`src/rtl/snake_step_sequencer.sv`:
```
// Snake game-tick sequencer: counts frame ticks, latches direction, and walks
// the segment RAM once per move period (shift body, write head, grow, collide).
//
// state    | meaning
// ---------+----------------------------------------------------------
// ST_INIT  | write the initial straight body, one segment per cycle
// ST_WAIT  | count frame-tick rising edges until the move period ends
// ST_CALC  | compute the new head, check the walls, pick the shift top
// ST_SHIFT_A | present read address i-1
// ST_SHIFT_B | write segment i with the data read from i-1
// ST_HEAD  | write the new head, or stop on a self collision
// ST_OVER  | collision seen; frozen until reset
module snake_step_sequencer #(
  parameter int MAX_LEN       = 100,
  parameter int COORD_W       = 16,
  parameter int PERIOD_FRAMES = 8,
  parameter int STEP          = 10,
  parameter int X_MIN         = 50,
  parameter int X_MAX         = 449,
  parameter int Y_MIN         = 50,
  parameter int Y_MAX         = 441,
  parameter int INIT_X        = 200,
  parameter int INIT_Y        = 200,
  parameter int INIT_LEN      = 3,
  localparam int ADDR_W       = $clog2(MAX_LEN)
) (
  input  logic                   i_clk,
  input  logic                   i_reset,
  input  logic                   i_frame_tick,
  input  logic                   i_btn_u,
  input  logic                   i_btn_r,
  input  logic                   i_btn_d,
  input  logic                   i_btn_l,
  input  logic                   i_grow,
  output logic [ADDR_W-1:0]      o_mem_addr,
  output logic                   o_mem_wen,
  output logic [2*COORD_W-1:0]   o_mem_wdata,
  input  logic [2*COORD_W-1:0]   i_mem_rdata,
  output logic [COORD_W-1:0]     o_head_x,
  output logic [COORD_W-1:0]     o_head_y,
  output logic [ADDR_W:0]        o_length,
  output logic                   o_busy,
  output logic                   o_step_done,
  output logic                   o_game_over
);

  localparam int CNT_W = (PERIOD_FRAMES > 1) ? $clog2(PERIOD_FRAMES) : 1;

  localparam logic [CNT_W-1:0]   CNT_LAST   = CNT_W'(PERIOD_FRAMES - 1);
  localparam logic [COORD_W-1:0] STEP_C     = COORD_W'(STEP);
  localparam logic [COORD_W:0]   STEP_W     = (COORD_W + 1)'(STEP);
  localparam logic [COORD_W+1:0] STEP_M1    = (COORD_W + 2)'(STEP - 1);
  localparam logic [COORD_W:0]   XMIN_V     = (COORD_W + 1)'(X_MIN);
  localparam logic [COORD_W:0]   YMIN_V     = (COORD_W + 1)'(Y_MIN);
  localparam logic [COORD_W+1:0] XMAX_V     = (COORD_W + 2)'(X_MAX);
  localparam logic [COORD_W+1:0] YMAX_V     = (COORD_W + 2)'(Y_MAX);
  localparam logic [COORD_W-1:0] INIT_X_C   = COORD_W'(INIT_X);
  localparam logic [COORD_W-1:0] INIT_Y_C   = COORD_W'(INIT_Y);
  localparam logic [ADDR_W:0]    INIT_LEN_V = (ADDR_W + 1)'(INIT_LEN);
  localparam logic [ADDR_W:0]    MAX_LEN_V  = (ADDR_W + 1)'(MAX_LEN);
  localparam logic [ADDR_W-1:0]  A_ONE      = ADDR_W'(1);
  localparam logic [ADDR_W-1:0]  A_TWO      = ADDR_W'(2);

  typedef enum logic [2:0] {
    ST_INIT, ST_WAIT, ST_CALC, ST_SHIFT_A, ST_SHIFT_B, ST_HEAD, ST_OVER
  } state_t;

  typedef enum logic [1:0] {DIR_U = 2'd0, DIR_R = 2'd1, DIR_D = 2'd2, DIR_L = 2'd3} dir_t;

  function automatic dir_t opposite(input dir_t d);
    return dir_t'(d ^ 2'b10);
  endfunction

  state_t                r_state;
  dir_t                  r_dir, r_last_dir, r_step_dir;
  logic [ADDR_W-1:0]     r_mem_addr;
  logic                  r_mem_wen;
  logic [2*COORD_W-1:0]  r_mem_wdata;
  logic [COORD_W-1:0]    r_head_x, r_head_y, r_nh_x, r_nh_y, r_init_x;
  logic [ADDR_W:0]       r_length, r_top, r_init_idx;
  logic [ADDR_W-1:0]     r_idx;
  logic [CNT_W-1:0]      r_cnt;
  logic                  r_busy, r_step_done, r_game_over;
  logic                  r_grow_pend, r_tick_d, r_self_hit;

  logic                  w_tick_rise, w_req_vld, w_wall, w_hit;
  dir_t                  w_req_dir;
  logic [COORD_W:0]      w_nh_x, w_nh_y;
  logic [COORD_W+1:0]    w_far_x, w_far_y;
  logic [ADDR_W:0]       w_top;

  assign w_tick_rise = i_frame_tick & ~r_tick_d;
  assign w_hit       = (i_mem_rdata == {r_nh_x, r_nh_y});

  // Button request with fixed priority U > R > D > L
  always_comb begin
    w_req_vld = 1'b1;
    w_req_dir = DIR_U;
    if (i_btn_u)      w_req_dir = DIR_U;
    else if (i_btn_r) w_req_dir = DIR_R;
    else if (i_btn_d) w_req_dir = DIR_D;
    else if (i_btn_l) w_req_dir = DIR_L;
    else              w_req_vld = 1'b0;
  end

  // Next head one bit wider than a coordinate so an underflow reads as huge
  always_comb begin
    w_nh_x = {1'b0, r_head_x};
    w_nh_y = {1'b0, r_head_y};
    case (r_dir)
      DIR_U:   w_nh_y = {1'b0, r_head_y} - STEP_W;
      DIR_R:   w_nh_x = {1'b0, r_head_x} + STEP_W;
      DIR_D:   w_nh_y = {1'b0, r_head_y} + STEP_W;
      default: w_nh_x = {1'b0, r_head_x} - STEP_W;
    endcase
    w_far_x = {1'b0, w_nh_x} + STEP_M1;
    w_far_y = {1'b0, w_nh_y} + STEP_M1;
    w_wall  = (w_nh_x < XMIN_V) || (w_far_x > XMAX_V) ||
              (w_nh_y < YMIN_V) || (w_far_y > YMAX_V);
    w_top   = (r_grow_pend && (r_length < MAX_LEN_V)) ? r_length : (r_length - 1'b1);
  end

  // Sequencer FSM with registered RAM and status outputs
  always_ff @(posedge i_clk or negedge i_reset) begin
    if (!i_reset) begin
      r_state     <= ST_INIT;
      r_dir       <= DIR_R;
      r_last_dir  <= DIR_R;
      r_step_dir  <= DIR_R;
      r_mem_addr  <= '0;
      r_mem_wen   <= 1'b0;
      r_mem_wdata <= '0;
      r_head_x    <= INIT_X_C;
      r_head_y    <= INIT_Y_C;
      r_nh_x      <= '0;
      r_nh_y      <= '0;
      r_init_x    <= INIT_X_C;
      r_length    <= INIT_LEN_V;
      r_top       <= '0;
      r_init_idx  <= '0;
      r_idx       <= '0;
      r_cnt       <= '0;
      r_busy      <= 1'b0;
      r_step_done <= 1'b0;
      r_game_over <= 1'b0;
      r_grow_pend <= 1'b0;
      r_tick_d    <= 1'b0;
      r_self_hit  <= 1'b0;
    end else begin
      r_tick_d    <= i_frame_tick;
      r_step_done <= 1'b0;
      if (r_state != ST_INIT && r_state != ST_OVER && w_req_vld &&
          w_req_dir != opposite(r_last_dir))
        r_dir <= w_req_dir;
      case (r_state)
        ST_INIT: begin
          if (r_init_idx < INIT_LEN_V) begin
            r_mem_wen   <= 1'b1;
            r_mem_addr  <= r_init_idx[ADDR_W-1:0];
            r_mem_wdata <= {r_init_x, INIT_Y_C};
            r_init_x    <= r_init_x - STEP_C;
            r_init_idx  <= r_init_idx + 1'b1;
            r_busy      <= 1'b1;
          end else begin
            r_mem_wen  <= 1'b0;
            r_mem_addr <= '0;
            r_busy     <= 1'b0;
            r_state    <= ST_WAIT;
          end
        end
        ST_WAIT: begin
          if (w_tick_rise) begin
            if (r_cnt == CNT_LAST) begin
              r_cnt   <= '0;
              r_busy  <= 1'b1;
              r_state <= ST_CALC;
            end else begin
              r_cnt <= r_cnt + 1'b1;
            end
          end
        end
        ST_CALC: begin
          r_grow_pend <= 1'b0;
          r_nh_x      <= w_nh_x[COORD_W-1:0];
          r_nh_y      <= w_nh_y[COORD_W-1:0];
          r_step_dir  <= r_dir;
          r_self_hit  <= 1'b0;
          if (w_wall) begin
            r_game_over <= 1'b1;
            r_busy      <= 1'b0;
            r_state     <= ST_OVER;
          end else begin
            r_top <= w_top;
            if (w_top == '0) begin
              r_mem_addr  <= '0;
              r_mem_wen   <= 1'b1;
              r_mem_wdata <= {w_nh_x[COORD_W-1:0], w_nh_y[COORD_W-1:0]};
              r_state     <= ST_HEAD;
            end else begin
              r_idx      <= w_top[ADDR_W-1:0];
              r_mem_addr <= w_top[ADDR_W-1:0] - A_ONE;
              r_state    <= ST_SHIFT_A;
            end
          end
        end
        ST_SHIFT_A: begin
          r_mem_wen  <= 1'b1;
          r_mem_addr <= r_idx;
          r_state    <= ST_SHIFT_B;
        end
        ST_SHIFT_B: begin
          r_self_hit <= r_self_hit | w_hit;
          if (r_idx == A_ONE) begin
            r_mem_addr  <= '0;
            r_mem_wen   <= ~(r_self_hit | w_hit);
            r_mem_wdata <= {r_nh_x, r_nh_y};
            r_state     <= ST_HEAD;
          end else begin
            r_mem_wen  <= 1'b0;
            r_idx      <= r_idx - A_ONE;
            r_mem_addr <= r_idx - A_TWO;
            r_state    <= ST_SHIFT_A;
          end
        end
        ST_HEAD: begin
          r_mem_wen <= 1'b0;
          r_busy    <= 1'b0;
          if (r_self_hit) begin
            r_game_over <= 1'b1;
            r_state     <= ST_OVER;
          end else begin
            r_head_x    <= r_nh_x;
            r_head_y    <= r_nh_y;
            r_length    <= r_top + 1'b1;
            r_last_dir  <= r_step_dir;
            r_step_done <= 1'b1;
            r_state     <= ST_WAIT;
          end
        end
        default: begin
          r_mem_wen <= 1'b0;
        end
      endcase
      // A grow arriving in the CALC cycle is kept for the following step
      if (r_state != ST_OVER && i_grow)
        r_grow_pend <= 1'b1;
    end
  end

  // Shift writes forward the RAM read data straight through
  assign o_mem_wdata = (r_state == ST_SHIFT_B) ? i_mem_rdata : r_mem_wdata;
  assign o_mem_addr  = r_mem_addr;
  assign o_mem_wen   = r_mem_wen;
  assign o_head_x    = r_head_x;
  assign o_head_y    = r_head_y;
  assign o_length    = r_length;
  assign o_busy      = r_busy;
  assign o_step_done = r_step_done;
  assign o_game_over = r_game_over;

endmodule
```
`config.mk`:
```
export PLATFORM = sky130hd
export DESIGN_NAME = snake_step_sequencer
export DESIGN_NICKNAME = d
export VERILOG_FILES = /design/src/rtl/snake_step_sequencer.sv
export SDC_FILE = /design/constraint.sdc
export NUM_CORES = 1
export LEC_CHECK = 0
export CORE_MARGIN = 2
export CORE_UTILIZATION = 34
export DETAILED_ROUTE_END_ITERATION = 8
export GPL_TIMING_DRIVEN = 0
export PLACE_DENSITY = 0.61
export SLEW_MARGIN = 25
export SYNTH_ARGS = -nofsm -noshare
export SYNTH_HDL_FRONTEND = slang
export SYNTH_SLANG_ARGS = --single-unit
```
`constraint.sdc`:
```
create_clock -name i_clk -period 6.7 [get_ports i_clk]
set_clock_uncertainty 0.2 [all_clocks]
set_input_delay 1.005 -clock i_clk [delete_from_list [all_inputs] [get_ports i_clk]]
set_output_delay 1.005 -clock i_clk [all_outputs]
set_load 0.01 [all_outputs]
```
== After elaboration in Yosys (flattened, before gate mapping) ==
Index checks and enable logic that the tools add are counted.

* Bitwise operators: 8
* Equal/unequal tests: 23
* Add/subtract/negate cells: 14
* Reduce and logical (&&, ||, !) cells: 31
* Mux-type cells: 52
* $lt $le $gt $ge: 6

{| class="wikitable"
|+ Operators by type and width
! kind !! count
|-
| two-way mux 32 bit || 5
|-
| one-hot mux 32 bit (3 select lines) || 1
|-
| one-hot mux 17 bit (2 select lines) || 2
|-
| two-way mux 7 bit || 7
|-
| adder 17 x 4 -> 18 bit, second input constant || 2
|-
| > comparator 18 x 9 -> 1 bit, second input constant || 2
|-
| adder 16 x 4 -> 17 bit, second input constant || 2
|-
| less-than comparator 17 x 6 -> 1 bit, second input constant || 2
|-
| subtractor 16 x 4 -> 17 bit, second input constant || 2
|-
| == test 32 bit || 1
|-
| one-hot mux 7 bit (4 select lines) || 1
|-
| two-way mux 3 bit || 8
|-
| != test 2 bit, second input constant || 11
|-
| one-hot mux 3 bit (6 select lines) || 1
|-
| two-way mux 1 bit || 17
|-
| adder 8 x 1 -> 8 bit, second input constant || 2
|-
| subtractor 16 x 4 -> 16 bit, second input constant || 1
|-
| one-hot mux 7 bit (2 select lines) || 1
|-
| subtractor 7 x 1 -> 7 bit, second input constant || 2
|-
| AND reduction 4 bit || 3
|-
| AND reduction 2 bit || 5
|-
| == test 3 bit, second input constant || 3
|-
| logical NOT 8 bit || 1
|-
| less-than comparator 8 x 2 -> 1 bit, second input constant || 1
|-
| other kinds (30) || 51
|}

* Input bits: 40
* Register bits: 169
* Word-level logic and storage cells: 157
* Output and inout bits: 83

== Depth between registers and ports, before layout ==
* Depth after elaboration: 10
* Depth in mapped cells: 19
* Mapped depth without buffers: 15

== Least setup slack after synthesis ==
No wires, ideal clock.

* Path kind: register to register
* From: register r_dir[0]
* To: register r_mem_wdata[11]
* Path slack: 1.032 ns
* Arrival: 5.343 ns
* Setup time: 0.125 ns
* Period minus slack after synthesis: 5.668 ns
* Cell stages (with the launch flop): 19
* Cells stage by stage: dfstp_2 -> clkbuf_1 -> buf_2 -> buf_1 -> clkbuf_1 -> nand2b_1 -> ha_1 -> a21oi_1 -> a21oi_1 -> or4_1 -> a31oi_1 -> nor4_1 -> or4_1 -> o21ai_0 -> o21a_1 -> and3_4 -> a31o_4 -> buf_6 -> mux2_4

* Word-level cells in the longest chain between the ends: 10
* Elaborated cells between the ends (all ways): 20

{| class="wikitable"
|+ Ends and longest elaborated chain
! item !! RTL line !! RTL
|-
| start: declaration || 75 || <nowiki>dir_t r_dir, r_last_dir, r_step_dir;</nowiki>
|-
| start signal: assignment || 154 || <nowiki>r_dir <= w_req_dir;</nowiki>
|-
| == test 2 bit or logical NOT 2 bit (tied branches) || 110 || <nowiki>case (r_dir)</nowiki>
|-
| OR reduction 2 bit (no line) || -- ||
|-
| one-hot mux 17 bit (2 select lines) || 110 ||
|-
| adder 17 x 4 -> 18 bit || 116 || <nowiki>w_far_x = {1'b0, w_nh_x} + STEP_M1;</nowiki>
|-
| > comparator 18 x 9 -> 1 bit || 118 || <nowiki>w_wall = (w_nh_x < XMIN_V) || (w_far_x > XMAX_V) ||</nowiki>
|-
| logical OR 1 bit (2 in series) || 118 ||
|-
| logical OR 1 bit || 119 || <nowiki>(w_nh_y < YMIN_V) || (w_far_y > YMAX_V);</nowiki>
|-
| != test 2 bit (no line) || -- ||
|-
| AND reduction 5 bit (no line) || -- ||
|-
| end signal: assignment || 160 || <nowiki>r_mem_wdata <= {r_init_x, INIT_Y_C};</nowiki>
|-
| end signal: assignment || 197 || <nowiki>r_mem_wdata <= {w_nh_x[COORD_W-1:0], w_nh_y[COORD_W-1:0]};</nowiki>
|-
| end signal: assignment || 216 || <nowiki>r_mem_wdata <= {r_nh_x, r_nh_y};</nowiki>
|-
| end: declaration || 78 || <nowiki>logic [2*COORD_W-1:0] r_mem_wdata;</nowiki>
|}

Several ways; a longest one is shown, not always the timed one. The select of a mux whose other input is x is not followed.
A chain may end at the register's enable or synchronous reset.

== Worst setup path after layout ==
* From: register r_dir[0]
* To: register r_mem_wdata[21]

Same word-level chain as after synthesis.

==> flow_summary.yaml <==
placed_design:
  placed_cell_area_sq_um: 13200
  dp_hpwl_um: 28400
  post-place-cells: 1764
  gp_congestion: 0.925
  port-buffer-count: 122
grt:
  grt_pass1_vias: 9699
  grt_overflow: 0
  grt_use_met3: 0.0344
  antenna_found_initial: 0
  grt_max_degree: 73
  grt_pass1_wl_um: 57900
  grt_util_met2: 0.330
  met1_usage: 0.301
  grt_usage: 0.215
  grt-busiest-layer: "met2"
setup_path:
  crit_required_ps: 6830
  worstPathArrival_ps: 6580
  slowest_delay_ps: 760
  crit_chain: "clkbuf_4, buf_2, clkbuf_4, nand2b_2, ha_1, a21oi_1, a21oi_1, or4_1, a31oi_2, nor4_1, or4_1, o21ai_0, o21a_1, and3_4, a31o_4, buf_6, mux2_4"
  rrSetupSlack_ps: 260
  regToRegEndpoint: "r_mem_wdata[21]$_DFFE_PN0P_"
  worst_setup_path_start_kind: "flop"
  cp_num_cells: 17
  crit_family: "simple AND/OR/NAND/NOR gates"
  reg2reg_from: "r_dir[0]$_DFFE_PN1P_"
  crit_buf_inv: 4
  crit_path_end_kind: "flop"
  worst-setup-path-type: "flop to flop"
  cp_slowest_cell: "dfstp_2"
  critPathMaxFanout: 16
  ff2ff_path_depth: 17
die:
  io_pins: 123
  rows: 66
  fp.dieArea_sq_um: 34900
  start_util: 0.347
  dieWidth_um: 187
  core_area_sq_um: 32700
  fp.dieH_um: 187
logic_synthesis:
  yosys.area.top_type: "dfrtp_1"
  seq_area_frac_synth: 0.372
  ys_dominant_reg_cell: "dfrtp_1"
  ys_warn_count: 0
  synth_cells: 1198
  synth_edf_count: 0
  syn-cell-area_sq_um: 11400
  synth_top_area_frac: 0.339
  syn_nets: 1281
  async_flop_share: 1.00
  synth_area_leaders: "dfrtp_1, mux2_2, ha_1"
  ys_types: 87
  syn_avg_cell_area_sq_um: 9.48
  synth-seq-cells: 168
  synth_common_cells: "dfrtp_1, nand2_1, nor2_1, mux2_2, o21ai_0"
  synth_most_common_cell: "dfrtp_1"
run_status:
  status: "finished clean"
power:
  ir_drop_v: 0.000191
  p_seq_frac: 0.431
  p_comb_frac: 0.134
  switching_power_mw: 0.705
  swShare: 0.285
  cell_internal_pwr_mw: 1.77
  finalPower_mw: 2.48
  power.share.clock: 0.435
  cellLeakagePower_nw: 6.10
  p_per_area_nw_per_um2: 179
cts:
  cts-htree-levels: 4
  clock_latency_ps: 450
  cts.clk_slew.worst_paths_ps: 80
  cts_tree: "done"
  cts_setup_buffers: 0
  clk_path_buf_depth: 2
  clkSinkCount: 168
  clock-root-buffer: "clkbuf_16"
  cts_buffers: 17
hold_path:
  min_to: "r_init_idx[3]$_DFFE_PN0P_"
  holdPathStages: 1
  hold_path.class: "flop to flop"
  holdCritStartpoint: "r_init_idx[3]$_DFFE_PN0P_"
timing:
  rsz0062_at_grt: "false"
  finalMaxSlewViolations: 0
  setup_violations: 0
  fin_hold_ws_ps: 260
  finalCritPeriodShare: 0.962
  relSlewSlack: 0.316
  hold_viol_final: 0
  worst_slew_pin_slew_ps: 1010
  post-route-min-period_ps: 6440
  fmaxAchievable_ghz: 0.155
final_layout:
  multi_input_area_sq_um: 6770
  antenna_cells: 0
  layout-drive-gt1-share: 0.142
  regArea_sq_um: 4220
  fin_area_sq_um: 13800
  fin_util: 0.424
  instances_no_fill: 1795
  n_fill_cell: 3275
  area_growth_pct: 22.0
  nNetsFinal: 1423
detailed_routing:
  post-route-drc-count: 0
  wl_um: 38000
  first_iter_violations: 689
  firstDrtPassIters: 5
  vias: 10100
  post_drt_wl_per_cell_um: 21.1
  via_per_inst: 5.65
  ant_nets: 0
flow_run:
  cap_violations: 0
-- power groups by stage --
stage	clock, mW	sequential [mW]	combinational [mW]
finish	1.08	1.07	0.331
global route	1.13	1.07	0.359
CTS	1.09	1.07	0.325
detailed placement	0	1.08	0.324
global placement	0	1.08	0.316
floorplan	0	1.07	0.196
-- how the worst max path moves through the flow --
| stage | slack (ps) | startpoint | to |
|---|---|---|---|
| after floorplan | 1030 | r_dir[0]$_DFFE_PN1P_ | r_mem_wdata[11]$_DFFE_PN0P_ |
| after global placement | -2870 | i_reset | o_step_done$_DFF_PN0_ |
| after detailed placement | -1240 | r_dir[0]$_DFFE_PN1P_ | r_mem_wdata[20]$_DFFE_PN0P_ |
| after CTS | 70 | r_dir[0]$_DFFE_PN1P_ | r_mem_wdata[20]$_DFFE_PN0P_ |
| after global routing | 40 | r_dir[0]$_DFFE_PN1P_ | r_mem_wdata[21]$_DFFE_PN0P_ |
| final | 260 | r_dir[0]$_DFFE_PN1P_ | r_mem_wdata[21]$_DFFE_PN0P_ |
-- worst reg2reg max path, stage by stage, from the launching register on --
cell and delay (ps):
dfstp_2 760, clkbuf_4 350, buf_2 330, clkbuf_4 340, nand2b_2 300, ha_1 400
a21oi_1 310, a21oi_1 250, or4_1 560, a31oi_2 350, nor4_1 130, or4_1 470
o21ai_0 110, o21a_1 300, and3_4 270, a31o_4 290, buf_6 270, mux2_4 340
-- through the flow --
stage          TNS [ps]  worst slack [ps]
3_3_place_gp    -507480             -2870
5_1_grt               0              41.1
3_5_place_dp     -61760             -1240
6_report              0               258
4_1_cts               0              67.9
2_1_floorplan         0              1030
-- cells by family after synthesis --
kind of cell	after synthesis	share of synthesized area
xor+xnor	77	0.0594
mux	125	0.130
compound gates	289	0.180
buf+inv	97	0.0354
simple gates	399	0.174
flops	168	0.372
fa+ha+maj	43	0.0487
-- state kept, by name (all words and copies together) (netlist names), 2 cells and up --
signal       cells
r_top            8
r_mem_wdata     32
r_state          3
r_nh_y          16
r_dir            2
o_head_y        16
o_mem_addr       7
r_idx            7
r_nh_x          16
o_head_x        16
r_last_dir       2
r_cnt            3
o_length         8
r_step_dir       2
r_init_idx       8
r_init_x        15
-- routing by layer --
layer | vias to the layer above | wire length [um] | part of all wire
met5 | - | 0 | 0
li1 | 4706 | - | -
met4 | 0 | 1280 | 0.034
met2 | 341 | 17000 | 0.45
met1 | 5033 | 17800 | 0.47
met3 | 65 | 1920 | 0.050
-- cell type report --
| class | count | share of cell area |
|---|---|---|
| buffer | 66 | 0.0212 |
| clock buffer | 19 | 0.0313 |
| clock inverter | 13 | 0.0135 |
| inverter | 30 | 0.00813 |
| multi-input combinational | 933 | 0.489 |
| sequential | 168 | 0.305 |
| tap | 442 | 0.0399 |
| timing repair buffer | 124 | 0.0925 |
-- layout by cell type (no fill, tap or decap), drive strengths merged, types with 12 or more instances in the layout --
| cell type | n |
|---|---|
| a21o | 29 |
| a21oi | 51 |
| a221o | 12 |
| a31oi | 15 |
| buf | 21 |
| clkbuf | 67 |
| clkdlybuf4s50 | 121 |
| dfrtp | 154 |
| dfstp | 14 |
| ha | 41 |
| inv | 36 |
| mux2 | 105 |
| mux2i | 20 |
| nand2 | 117 |
| nand2b | 19 |
| nand3 | 27 |
| nand4 | 21 |
| nor2 | 91 |
| nor3 | 35 |
| nor4 | 17 |
| o21a | 12 |
| o21ai | 58 |
| xnor2 | 56 |
| xor2 | 21 |
-- what timing repair did --
| action | CTS | global route |
|---|---|---|
| resized for setup | 4 | 11 |
| pin swaps | 0 | 0 |
| gates cloned | 0 | 0 |
| hold buffers | 0 | 0 |
| endpoints found under the hold margin | 0 | 0 |
| setup endpoints to repair | 60 | 55 |
(Power assumes the default switching activity.)
